### src/rtl/shift_pipe_pkg.sv
// Shared types for the pipelined barrel shifter: shift modes, default widths
// and the per-stage payload layout at the default width.
package shift_pipe_pkg;

    localparam int unsigned DW_DEF  = 32;
    localparam int unsigned SHW_DEF = $clog2(DW_DEF);

    typedef logic [DW_DEF-1:0] data_t;

    typedef enum logic [1:0] {
        ModeSll = 2'd0,
        ModeSrl = 2'd1,
        ModeSra = 2'd2,
        ModeRol = 2'd3
    } shift_mode_e;

    typedef struct packed {
        data_t              data;
        logic [SHW_DEF-1:0] shamt;
        shift_mode_e        mode;
        logic               sign;
        logic               valid;
    } stage_payload_t;

endpackage

### src/rtl/shift_pipe_stage.sv
// One barrel-shifter stage: conditionally shifts by 2^K and registers the
// payload, holding everything while the pipe is stalled.
module shift_pipe_stage
    import shift_pipe_pkg::*;
#(
    parameter int unsigned K   = 0,
    parameter int unsigned DW  = DW_DEF,
    parameter int unsigned SHW = $clog2(DW)
) (
    input  logic           clk_i,
    input  logic           rst_i,
    input  logic           advance_i,
    input  logic           valid_i,
    input  logic [DW-1:0]  data_i,
    input  logic [SHW-1:0] shamt_i,
    input  shift_mode_e    mode_i,
    input  logic           sign_i,
    output logic           valid_o,
    output logic [DW-1:0]  data_o,
    output logic [SHW-1:0] shamt_o,
    output shift_mode_e    mode_o,
    output logic           sign_o
);

    localparam int unsigned Dist = 1 << K;

    logic [DW-1:0]  shifted;
    logic [DW-1:0]  data_d, data_q;
    logic [SHW-1:0] shamt_q;
    shift_mode_e    mode_q;
    logic           sign_q, valid_q;

    always_comb begin
        shifted = data_i;
        unique case (mode_i)
            ModeSll: shifted = data_i << Dist;
            ModeSrl: shifted = data_i >> Dist;
            // Fill comes from the original operand's sign, not the current top bit.
            ModeSra: shifted = (data_i >> Dist) | (sign_i ? ~({DW{1'b1}} >> Dist) : '0);
            ModeRol: shifted = (data_i << Dist) | (data_i >> (DW - Dist));
            default: shifted = data_i;
        endcase
        data_d = shamt_i[K] ? shifted : data_i;
    end

    always_ff @(posedge clk_i) begin
        if (rst_i) begin
            valid_q <= 1'b0;
            data_q  <= '0;
            shamt_q <= '0;
            mode_q  <= ModeSll;
            sign_q  <= 1'b0;
        end else if (advance_i) begin
            valid_q <= valid_i;
            data_q  <= data_d;
            shamt_q <= shamt_i;
            mode_q  <= mode_i;
            sign_q  <= sign_i;
        end
    end

    assign valid_o = valid_q;
    assign data_o  = data_q;
    assign shamt_o = shamt_q;
    assign mode_o  = mode_q;
    assign sign_o  = sign_q;

endmodule

### src/rtl/shift_pipe.sv
// Pipelined barrel shifter (SLL/SRL/SRA/ROL) resolving one shift-amount bit per
// stage, with valid/ready on both sides and a single global stall.
module shift_pipe
    import shift_pipe_pkg::*;
#(
    parameter int unsigned DW = DW_DEF,
    localparam int unsigned SHW = $clog2(DW)
) (
    input  logic           clk,
    input  logic           rst,
    input  logic           i_valid,
    output logic           o_ready,
    input  logic [DW-1:0]  i_val,
    input  logic [SHW-1:0] i_shamt,
    input  logic [1:0]     i_mode,
    input  logic           i_enable,
    output logic           o_valid,
    input  logic           i_ready,
    output logic [DW-1:0]  o_val,
    output logic           o_busy
);

    logic           advance;
    logic [SHW:0]   vld;
    logic [SHW:0]   sgn;
    logic [DW-1:0]  dat  [SHW+1];
    logic [SHW-1:0] sha  [SHW+1];
    shift_mode_e    mode [SHW+1];
    logic           unused_tail;

    assign advance = ~o_valid | i_ready;
    assign o_ready = advance;

    // A disabled operand enters as zero, so every mode keeps it zero.
    assign vld[0]  = i_valid & advance;
    assign dat[0]  = i_enable ? i_val : '0;
    assign sgn[0]  = i_enable & i_val[DW-1];
    assign sha[0]  = i_shamt;
    assign mode[0] = shift_mode_e'(i_mode);

    for (genvar k = 0; k < SHW; k++) begin : g_stage
        shift_pipe_stage #(
            .K   (k),
            .DW  (DW),
            .SHW (SHW)
        ) u_stage (
            .clk_i     (clk),
            .rst_i     (rst),
            .advance_i (advance),
            .valid_i   (vld[k]),
            .data_i    (dat[k]),
            .shamt_i   (sha[k]),
            .mode_i    (mode[k]),
            .sign_i    (sgn[k]),
            .valid_o   (vld[k+1]),
            .data_o    (dat[k+1]),
            .shamt_o   (sha[k+1]),
            .mode_o    (mode[k+1]),
            .sign_o    (sgn[k+1])
        );
    end

    assign o_valid = vld[SHW];
    assign o_val   = dat[SHW];
    assign o_busy  = |vld[SHW:1];

    assign unused_tail = ^{sha[SHW], sgn[SHW], mode[SHW]};

endmodule
### config.mk
export PLATFORM = sky130hd
export DESIGN_NAME = shift_pipe
export DESIGN_NICKNAME = d
export VERILOG_FILES = /design/src/rtl/shift_pipe_pkg.sv /design/src/rtl/shift_pipe_stage.sv /design/src/rtl/shift_pipe.sv
export SDC_FILE = /design/constraint.sdc
export NUM_CORES = 1
export LEC_CHECK = 0
export CAP_MARGIN = 20
export CORE_MARGIN = 3
export CORE_UTILIZATION = 40
export CTS_BUF_LIST = sky130_fd_sc_hd__clkbuf_16
export DETAILED_ROUTE_END_ITERATION = 6
export PLACE_DENSITY = 0.6
export SYNTH_ARGS = -nofsm -noshare
export SYNTH_HDL_FRONTEND = slang
export SYNTH_SLANG_ARGS = --single-unit
### constraint.sdc
create_clock -name clk -period 4.25 [get_ports clk]
set_input_delay 0.6375 -clock clk [delete_from_list [all_inputs] [get_ports clk]]
set_output_delay 0.6375 -clock clk [all_outputs]
set_load 0.01 [all_outputs]
Word-level counts from Yosys, hierarchy flattened. Cells that the tools add are included.

Eq/ne operators: 15. Multiplexer cells: 16. Bitwise logic cells: 14. Reduce and logical (&&, ||, !) cells: 6.

Operator list (count): case mux 32 bit (4 select lines) (5); two-way mux 32 bit (11); OR 16 x 32 -> 32 bit (1); OR 24 x 32 -> 32 bit (1); OR 28 x 32 -> 32 bit (1); OR 30 x 32 -> 32 bit (1); OR 31 x 32 -> 32 bit (1); OR 32 x 1 -> 32 bit (1); OR 32 x 16 -> 32 bit (1); OR 32 x 2 -> 32 bit (1); OR 32 x 4 -> 32 bit (1); OR 32 x 8 -> 32 bit (1); == test 2 bit, second input constant (10); == test 2 x 1 -> 1 bit, second input constant (5); zero test 2 bit (5); OR reduction 5 bit (1); bitwise AND 1 bit (2); NOT 1 bit (1); OR 1 bit (1).

Register bits after elaboration: 197. Input bits: 44. Output and inout port bits: 35. Logic and storage cells: 73.

Longest topological paths before layout. Gate-level depths: netlist of the first run.

Depth after elaboration: 5. Mapped depth: 7.

By module. A second synthesis of the first run with hierarchy kept.

Cells, all modules: 1226. Area total of the unflattened synthesis: 11419.7 um^2.

By module, submodules not included: shift_pipe_stage at g_stage[2].u_stage (instances 1, cells an instance 251, area each 2333.5 um^2, sequential area each 820.8 um^2); shift_pipe_stage at g_stage[3].u_stage (instances 1, cells an instance 240, area each 2282.2 um^2, sequential area each 820.8 um^2); shift_pipe_stage at g_stage[0].u_stage (instances 1, cells an instance 247, area each 2250.9 um^2, sequential area each 820.8 um^2); shift_pipe_stage at g_stage[1].u_stage (instances 1, cells an instance 248, area each 2244.7 um^2, sequential area each 820.8 um^2); shift_pipe_stage at g_stage[4].u_stage (instances 1, cells an instance 200, area each 2028.2 um^2, sequential area each 820.8 um^2); shift_pipe (instances 1, cells an instance 40, area each 280.3 um^2, sequential area each 0.0 um^2).

Least setup slack after synthesis of the first run. Ideal clock, no wire load.

Kind: input port to output port. Start point: in i_ready. End point: out o_ready. Data arrival time: 1.391 ns. Slack: 2.221 ns. Cell stages on the path: 5. Path buffers: 3. Cells stage by stage: nor2b_1 -> buf_2 -> inv_2 -> buf_2 -> clkbuf_1.

Longest elaborated chain between the ends: 1.

Ends and longest elaborated chain: from (decl) (RTL line shift_pipe.sv:18) `input logic i_ready,`; OR 1 bit (RTL line shift_pipe.sv:31) `assign advance = ~o_valid | i_ready;`; to (decl) (RTL line shift_pipe.sv:12) `output logic o_ready,`.

No other way between the ends.

Worst setup path in the final report of the first run. Same ends and word-level chain as after synthesis.

==> metrics.csv, run 1 <==
metric;value;unit
period utilisation layout;60.6;%
gpl congestion;0.784;
RSZ-0062 raised after global routing;no;
Hold Path Depth;2;
Required @ worst endpoint;3610;ps
pin count of the biggest net entering global routing;153;
register area;3740;µm²
Filler cells;2536;
Row Count;58;
Starting DRT DRC Count;782;
post-CTS setup buffers;0;
WL per Instance;18.3;µm
TritonCTS Buffers;17;
post-route setup TNS;0;ps
Slew Limit Fails;0;
Final ANT Viol Nets;0;
total global-route track usage;20.0;%
r2r endpoint;g_stage[3].u_stage.data_o[3];
CTS HTree Levels;4;
first-pass GRT wire length;46800;µm
post-synth net total;1324;
M1 wire length;14000;µm
Max Fclk;0.389;GHz
Distinct cells, synth;41;
clock latency on the worst-skew pair;440;ps
cells along the critical path;clkdlybuf4s50_1, nor2b_4, inv_6, clkdlybuf4s50_1;
final WL;28600;µm
initial core utilization;41.1;%
met3 WL;1150;µm
CTS tree;done;
highest metal used;met4;
leakage;3.96;nW
worst hold slack;458;ps
vias;9275;
full die area;28100;µm²
First-pass DRT Iterations;5;
hold_sp;g_stage[2].u_stage.shamt_o[4];
Yosys reg bits;187;
# IOs;79;
Critical Path Start Type;primary input;
clk buf depth;2;
r2r setup slk;1850;ps
most common cell after layout, fill and taps aside;dfxtp_1;
Worst Hold End;g_stage[2].u_stage.shamt_o[4];
placed cell areas;10900;µm²
Setup CP Type;in2out;
clock root buffer;clkbuf_16;
status;complete, no violations;
port buffer count;78;
Final setup viols;0;
initial antenna violation count;0;
# diodes;0;
vias in the first global route;8474;
Worst Max-Slew Pin Slew;1090;ps
vias per cell;5.94;
ratio of cells with drive above 1 in the final layout;6.82;%
worst-path fanout max;3;
core area;25400;µm²
largest stage delay on the critical path;660;ps
Clock transition at path regs;80;ps
Clock Sinks;187;
Layout Skew;16.2;ps
Post-Synthesis Cells;1280;
metal2 WL;13100;µm
crit path capture type;primary output;
Avg Cell Area, Syn;8.16;µm²
CP max stage cell;clkdlybuf4s50_1;
maxcap violations;0;
pwr dens;357;nW/µm²
DIE WIDTH;168;µm
Multi-input gate area;5820;µm²
final hold vios;0;
most frequent cells in the layout;186 x dfxtp_1, 131 x nand2_1, 125 x o21ai_0;
Worst slew margin;27.2;%
post-route cell area;11600;µm²
HP Class;reg2reg;
endpoint arrival time on the critical path;1940;ps
Residual DRC;0;
gr ovfl total;0;
post-cts sizing count;0;
min Tclk post-route;2570;ps
cts hold-fix bufs;0;
Syn. warnings;0;
Worst Reg-to-Reg Cells;3;
area grow syn2layout;11.3;%
Peak VDD IR;207;µV
Seq/Total Area, Yosys;35.8;%
RR Startpoint;g_stage[2].u_stage.mode_o[0];
critical path's most frequent cell;clkdlybuf4s50_1;
post-detail-place hpwl;18400;µm
nets@finish;1263;
Cell Area, Synth;10400;µm²
die height;168;µm
## report_power, final
| group | internal, W | switching [W] | total, W |
|---|---|---|---|
| Combinational | 0.000248 | 0.000286 | 0.000534 |
| Clock | 0.000853 | 0.000810 | 0.00166 |
| Sequential | 0.00185 | 0.000114 | 0.00196 |
| Total | 0.00295 | 0.00121 | 0.00416 |
## layout make-up
cell class / count / area share (%)
Multi-Input combinational cell: 909 / 50.1
Sequential cell: 187 / 32.2
Timing Repair Buffer: 97 / 8.48
Clock buffer: 17 / 3.66
Tap cell: 330 / 3.55
Clock inverter: 15 / 1.71
Inverter: 7 / 0.312
## kinds of logic (layout without fill, tap and decap cells)
family	count (synthesis)	after routing	synth area share (%)
AOI/OAI and AO/OA	386	386	25.2
xor gates and xnor gates	6	6	0.934
buffers and inverters	184	136	8.66
DFF	187	187	35.8
muxes	105	105	10.3
and+or+nand+nor	412	412	19.0
## flip-flops by register name, summed over array words and instances (netlist names)
name,count
g_stage.u_stage.data_o,160
g_stage.u_stage.mode_o,8
g_stage.u_stage.shamt_o,10
g_stage.u_stage.sign_o,4
g_stage.u_stage.valid_o,5
## critical path, delay by kind of cell
kind                   cells  cell delay [ps]
and+or+nand+nor            1               70
buffers and inverters      3             1220
## per-layer routing
metal  GRT usage (%)  up-vias
li1                -     4575
met1            29.0     4488
met2            31.8      195
met3            2.97       17
met4            4.48        0
met5               0        -
## cell usage after synthesis
| cell | instances | share of area [%] |
|---|---|---|
| dfxtp_1 | 187 | 36 |
| nand2_1 | 131 | 4.7 |
| o21ai_0 | 125 | 6.0 |
| clkbuf_1 | 106 | 3.8 |
| mux2i_1 | 87 | 8.3 |
| nand3_1 | 83 | 4.0 |
| o32ai_1 | 70 | 5.9 |
| a21oi_1 | 59 | 2.8 |
| nand2b_1 | 55 | 3.3 |
| nor2_1 | 53 | 1.9 |
| a221oi_1 | 42 | 3.5 |
| nor2b_1 | 37 | 2.2 |
| a32o_1 | 35 | 3.4 |
| buf_4 | 35 | 2.5 |
| nor3_1 | 35 | 1.7 |
| a31oi_1 | 30 | 1.8 |
| buf_2 | 20 | 0.96 |
| mux2_2 | 18 | 1.9 |
| o211ai_1 | 18 | 1.3 |
| buf_1 | 10 | 0.36 |
| or2b_1 | 10 | 0.72 |
| inv_1 | 6 | 0.22 |
| buf_6 | 4 | 0.43 |
| o31ai_1 | 4 | 0.29 |
| nand4_1 | 2 | 0.12 |
| xnor2_4 | 2 | 0.53 |
| xor2_1 | 2 | 0.17 |
| a211o_1 | 1 | 0.084 |
| a311oi_2 | 1 | 0.14 |
| and2_1 | 1 | 0.060 |
| and2_2 | 1 | 0.072 |
| and3_1 | 1 | 0.060 |
| buf_12 | 1 | 0.19 |
| buf_8 | 1 | 0.14 |
| inv_2 | 1 | 0.036 |
| nand3b_1 | 1 | 0.072 |
| nor2_2 | 1 | 0.060 |
| o21a_1 | 1 | 0.072 |
| or4bb_1 | 1 | 0.11 |
| xnor2_1 | 1 | 0.084 |
| xnor2_2 | 1 | 0.16 |
## through the flow
| stage | total power (W) | cells | worst slack [ps] | utilization [%] |
|---|---|---|---|---|
| floorplan | 0.00235 | 1280 | 2220 | - |
| global placement | 0.00252 | 1526 | 1500 | 43.0 |
| detailed placement | 0.00253 | 1527 | 1460 | 43.1 |
| CTS | 0.00418 | 1559 | 1650 | 45.5 |
| global route | 0.00434 | 1562 | 1660 | 45.8 |
| finish | 0.00416 | 1562 | 1680 | 45.8 |
## worst max path at each step
stage / from / end / cells after the start
floorplan: i_ready / o_ready / 5
global placement: i_ready / g_stage[2].u_stage.data_o[31] / 6
detailed placement: i_ready / g_stage[1].u_stage.data_o[18] / 6
CTS: i_ready / o_ready / 4
global route: i_ready / o_ready / 4
finish: i_ready / o_ready / 4
No activity file was read; power rests on OpenSTA's default activity.
==> run 2: changes to the inputs <==
--- a/config.mk
+++ b/config.mk
@@ -10,7 +10,7 @@
 export CORE_UTILIZATION = 40
 export CTS_BUF_LIST = sky130_fd_sc_hd__clkbuf_16
 export DETAILED_ROUTE_END_ITERATION = 6
-export PLACE_DENSITY = 0.6
+export PLACE_DENSITY = 0.62
 export SYNTH_ARGS = -nofsm -noshare
 export SYNTH_HDL_FRONTEND = slang
 export SYNTH_SLANG_ARGS = --single-unit
==> constraint.sdc (replaced) <==
create_clock -name clk -period 2.08 [get_ports clk]
set_input_delay 0.312 -clock clk [delete_from_list [all_inputs] [get_ports clk]]
set_output_delay 0.312 -clock clk [all_outputs]
set_load 0.01 [all_outputs]
==> metrics.csv, run 2 (synthesis gave the netlist of run 1 again) <==
metric;value;unit;change
Required @ worst endpoint;1770;ps;-1840 ps
clock latency on the worst-skew pair;450;ps;about the same
Worst Max-Slew Pin Slew;723;ps;-367 ps
Final Util;46.9;%;+1.1 points
most common cell after layout, fill and taps aside;dfxtp_1;;
Final ANT Viol Nets;0;;unchanged
pin count of the biggest net entering global routing;147;;-3.9%
# diodes;0;;unchanged
full die area;28100;µm²;unchanged
Residual DRC;0;;unchanged
worst hold slack;374;ps;-83.7 ps
maxcap violations;0;;unchanged
period utilisation layout;88.2;%;
vias in the first global route;8540;;+0.78%
clk buf depth;2;;unchanged
initial core utilization;41.1;%;unchanged
Clock transition at path regs;80;ps;about the same
core area;25400;µm²;unchanged
status;complete, no violations;;
r2r setup slk;330;ps;-1520 ps
Slew Limit Fails;0;;unchanged
worst-path fanout max;3;;unchanged
TritonCTS Buffers;17;;unchanged
gr ovfl total;0;;unchanged
cells along the critical path;nor3_1, nand2_1, clkdlybuf4s50_1;;
pwr dens;706;nW/µm²;+97%
CTS HTree Levels;4;;unchanged
clock root buffer;clkbuf_16;;
RSZ-0062 raised after global routing;no;;
critical path buffer and inverter count;1;;-2
CTS tree;done;;
Final setup viols;0;;unchanged
Worst slew margin;51.8;%;+25 points
family with the most delay on the worst path;buffers and inverters;;
Clock Sinks;187;;unchanged
# IOs;79;;unchanged
die height;168;µm;unchanged
port buffer count;78;;unchanged
Peak VDD IR;464;µV;+120%
crit path to;o_busy;;
Critical Path Start Type;register;;
leakage;4.11;nW;+3.7%
CP Depth;3;;-1
Starting DRT DRC Count;774;;-1.0%
WL per Instance;18.0;µm;-1.9%
total global-route track usage;19.9;%;-0.086 points
Worst Reg-to-Reg Cells;4;;+1
vias;9323;;+0.52%
crit path from;g_stage[0].u_stage.valid_o;;
Layout Skew;12.7;ps;-3.53 ps
First-pass DRT Iterations;7;;+2
Row Count;58;;unchanged
most frequent cells in the layout;186 x dfxtp_1, 131 x nand2_1, 125 x o21ai_0;;
nets@finish;1284;;+1.7%
final hold vios;0;;unchanged
crit path capture type;primary output;;
post-detail-place hpwl;19200;µm;+4.2%
cts hold-fix bufs;0;;unchanged
first-pass GRT wire length;46700;µm;-0.28%
Setup CP Type;reg2out;;
gpl congestion;0.823;;+5.1%
final WL;28500;µm;-0.61%
min Tclk post-route;1830;ps;
RR Startpoint;g_stage[2].u_stage.mode_o[0];;
r2r endpoint;g_stage[3].u_stage.data_o[5];;
initial antenna violation count;0;;unchanged
ratio of cells with drive above 1 in the final layout;8.30;%;+1.5 points
CP max stage cell;clkdlybuf4s50_1;;
largest stage delay on the critical path;480;ps;-180 ps
vias per cell;5.89;;-0.82%
HP Class;in2reg;;
post-CTS setup buffers;0;;unchanged
Max Fclk;0.545;GHz;
post-route setup TNS;0;ps;unchanged
DIE WIDTH;168;µm;unchanged
max FFs per register;160;;unchanged
endpoint arrival time on the critical path;1520;ps;-420 ps
area grow syn2layout;14.0;%;
run 2: timing repair:
| item | in CTS | in global routing |
|---|---|---|
| endpoints found under the hold margin | 0 | 0 |
| resized for setup | 0 | 1 |
| endpoints found under the setup margin | 0 | 1 |
run 2: through the flow:
stage,worst slack (ps),std cells,area (µm²),total power [W]
final,246,1583,11900,0.00840
after global routing,92.5,1583,11900,0.00874
after CTS,15.0,1583,11900,0.00845
after detailed placement,81.6,1551,11300,0.00524
after global placement,122,1551,11300,0.00522
after floorplan,547,1280,10400,0.00481
run 2: layout make-up:
| type | instances | area (µm²) |
|---|---|---|
| fillers | 2494 | 13500 |
| multi-input cells | 909 | 5820 |
| flip-flops and latches | 187 | 3740 |
| repair buffers | 118 | 1320 |
| clock buffers | 17 | 425 |
| well taps | 330 | 413 |
| clock inverters | 15 | 153 |
| inverters | 7 | 33.8 |
run 2: report_power, final:
group / switching [W] / total (W) / leakage [nW] / internal (W)
logic: 0.000601 / 0.00116 / 2.29 / 0.000563
clock network: 0.00164 / 0.00324 / 0.285 / 0.00160
registers: 0.000227 / 0.00400 / 1.53 / 0.00377
total: 0.00247 / 0.00840 / 4.11 / 0.00594
run 2: per-layer routing:
layer	share of wire [%]	GRT usage (%)	vias to the layer above
met5	0	0	-
met4	1.8	5.51	0
met3	4.3	2.95	38
met2	46	31.6	233
met1	48	28.4	4438
li1	-	-	4614
run 2: how the worst min path moves through the flow:
| stage | from | to | cells past startpoint |
|---|---|---|---|
| after detailed placement | g_stage[2].u_stage.shamt_o[4] | g_stage[2].u_stage.shamt_o[4] | 2 |
| after global placement | g_stage[2].u_stage.shamt_o[4] | g_stage[2].u_stage.shamt_o[4] | 2 |
| after floorplan | g_stage[0].u_stage.shamt_o[2] | g_stage[0].u_stage.shamt_o[2] | 2 |
| final | rst | g_stage[4].u_stage.data_o[8] | 4 |
| after global routing | rst | g_stage[4].u_stage.data_o[13] | 4 |
| after CTS | rst | g_stage[4].u_stage.data_o[8] | 4 |
run 2: tightest hold or removal path, cell delays in order:
cell,delay (ps)
buf_4,120
inv_4,150
o21ai_0,130
nor2_1,40
==> run 3: changes to the inputs <==
--- a/config.mk
+++ b/config.mk
@@ -5,12 +5,12 @@
 export SDC_FILE = /design/constraint.sdc
 export NUM_CORES = 1
 export LEC_CHECK = 0
-export CAP_MARGIN = 20
+export CORE_ASPECT_RATIO = 1.2
 export CORE_MARGIN = 3
 export CORE_UTILIZATION = 40
 export CTS_BUF_LIST = sky130_fd_sc_hd__clkbuf_16
 export DETAILED_ROUTE_END_ITERATION = 6
-export PLACE_DENSITY = 0.62
+export PLACE_DENSITY = 0.6
 export SYNTH_ARGS = -nofsm -noshare
 export SYNTH_HDL_FRONTEND = slang
 export SYNTH_SLANG_ARGS = --single-unit
==> constraint.sdc (replaced) <==
create_clock -name clk -period 2.1 [get_ports clk]
set_input_delay 0.315 -clock clk [delete_from_list [all_inputs] [get_ports clk]]
set_output_delay 0.315 -clock clk [all_outputs]
set_load 0.01 [all_outputs]
==> metrics.csv, run 3 (synthesis gave the netlist of run 1 again) <==
metric;value;unit;change
Residual DRC;0;;unchanged
Final setup viols;0;;unchanged
gr ovfl total;0;;unchanged
port buffer count;78;;unchanged
total global-route track usage;19.6;%;-0.39 points
post-route setup TNS;0;ps;unchanged
CTS HTree Levels;4;;unchanged
most common cell after layout, fill and taps aside;dfxtp_1;;
crit path capture type;primary output;;
Final Util;46.4;%;-0.52 points
Required @ worst endpoint;1780;ps;about the same
vias;9255;;-0.73%
Worst Max-Slew Pin Slew;780;ps;+56.5 ps
clk buf depth;2;;unchanged
Slew Limit Fails;0;;unchanged
Peak VDD IR;497;µV;+7.1%
min Tclk post-route;1900;ps;
First-pass DRT Iterations;5;;-2
CTS tree;done;;
vias per cell;5.87;;-0.41%
worst-path fanout max;3;;unchanged
clock root buffer;clkbuf_16;;
worst hold slack;332;ps;-42.2 ps
Final ANT Viol Nets;0;;unchanged
Layout Skew;11.4;ps;-1.27 ps
die height;183;µm;+9.2%
cts hold-fix bufs;0;;unchanged
initial core utilization;40.8;%;-0.36 points
endpoint arrival time on the critical path;1580;ps;+60 ps
vias in the first global route;8493;;-0.55%
Clock Sinks;187;;unchanged
ratio of cells with drive above 1 in the final layout;8.01;%;-0.29 points
first-pass GRT wire length;45600;µm;-2.2%
maxcap violations;0;;unchanged
Worst slew margin;47.8;%;-4.0 points
Clock transition at path regs;70;ps;about the same
Critical Path Start Type;register;;
full die area;28100;µm²;about the same
final WL;28300;µm;-0.53%
TritonCTS Buffers;17;;unchanged
post-cts sizing count;0;;unchanged
Row Count;64;;+10%
post-CTS setup buffers;0;;unchanged
Max Fclk;0.527;GHz;
nets@finish;1279;;-0.39%
pwr dens;707;nW/µm²;+0.16%
HP Class;in2reg;;
pin count of the biggest net entering global routing;96;;-35%
most frequent cells in the layout;186 x dfxtp_1, 131 x nand2_1, 125 x o21ai_0;;
WL per Instance;17.9;µm;-0.22%
Starting DRT DRC Count;837;;+8.1%
RSZ-0062 raised after global routing;no;;
initial antenna violation count;0;;unchanged
area grow syn2layout;13.8;%;
Setup CP Type;reg2out;;
period utilisation layout;90.4;%;
final hold vios;0;;unchanged
# diodes;0;;unchanged
clock latency on the worst-skew pair;440;ps;about the same
gpl congestion;0.808;;-1.9%
DIE WIDTH;154;µm;-8.4%
status;complete, no violations;;
leakage;4.09;nW;-0.43%
core area;25600;µm²;+0.89%
max FFs per register;160;;unchanged
post-detail-place hpwl;19000;µm;-1.2%
# IOs;79;;unchanged
-- run 3: per-layer routing --
| metal | routed length [µm] | global-route usage (%) | vias up |
|---|---|---|---|
| met4 | 593 | 5.76 | 0 |
| met2 | 13800 | 33.2 | 220 |
| met1 | 12900 | 26.2 | 4407 |
| met3 | 1060 | 2.53 | 34 |
| met5 | 0 | 0 | - |
| li1 | - | - | 4594 |
-- run 3: worst paths after layout --
kind	from	to	slack, ps	cells past startpoint
worst max register to register	g_stage[1].u_stage.mode_o[0]	g_stage[2].u_stage.data_o[14]	300	4
worst min-delay path	rst	g_stage[0].u_stage.data_o[28]	330	4
worst max-delay path	g_stage[4].u_stage.valid_o	o_ready	200	3
worst min register to register	g_stage[2].u_stage.shamt_o[4]	g_stage[2].u_stage.shamt_o[4]	460	2
-- run 3: worst max-delay path: stages, from the launching register on --
cell	delay, ps
dfxtp_1	350
nor2b_4	240
inv_6	60
clkdlybuf4s50_1	490
-- run 3: cell type report --
class,instances,area (µm²)
Fill cell,2587,13700
Multi-Input combinational cell,909,5820
Inverter,7,33.8
Timing Repair Buffer,113,1270
Clock buffer,17,425
Sequential cell,187,3740
Tap cell,330,413
Clock inverter,15,176
-- run 3: power by group --
part           internal (W)  switching (W)  leakage [nW]  total (W)
clock network       0.00171        0.00160         0.298    0.00331
logic              0.000543       0.000591          2.26    0.00113
registers           0.00373       0.000222          1.53    0.00396
total               0.00599        0.00241          4.09    0.00840
-- run 3: metrics by stage --
stage	cell area [µm²]	power (W)	setup slack, ps	instances
floorplan	10400	0.00476	567	1280
global placement	11300	0.00516	152	1546
detailed placement	11300	0.00517	114	1546
CTS	11900	0.00846	167	1578
global route	11900	0.00875	108	1578
finish	11900	0.00840	201	1578
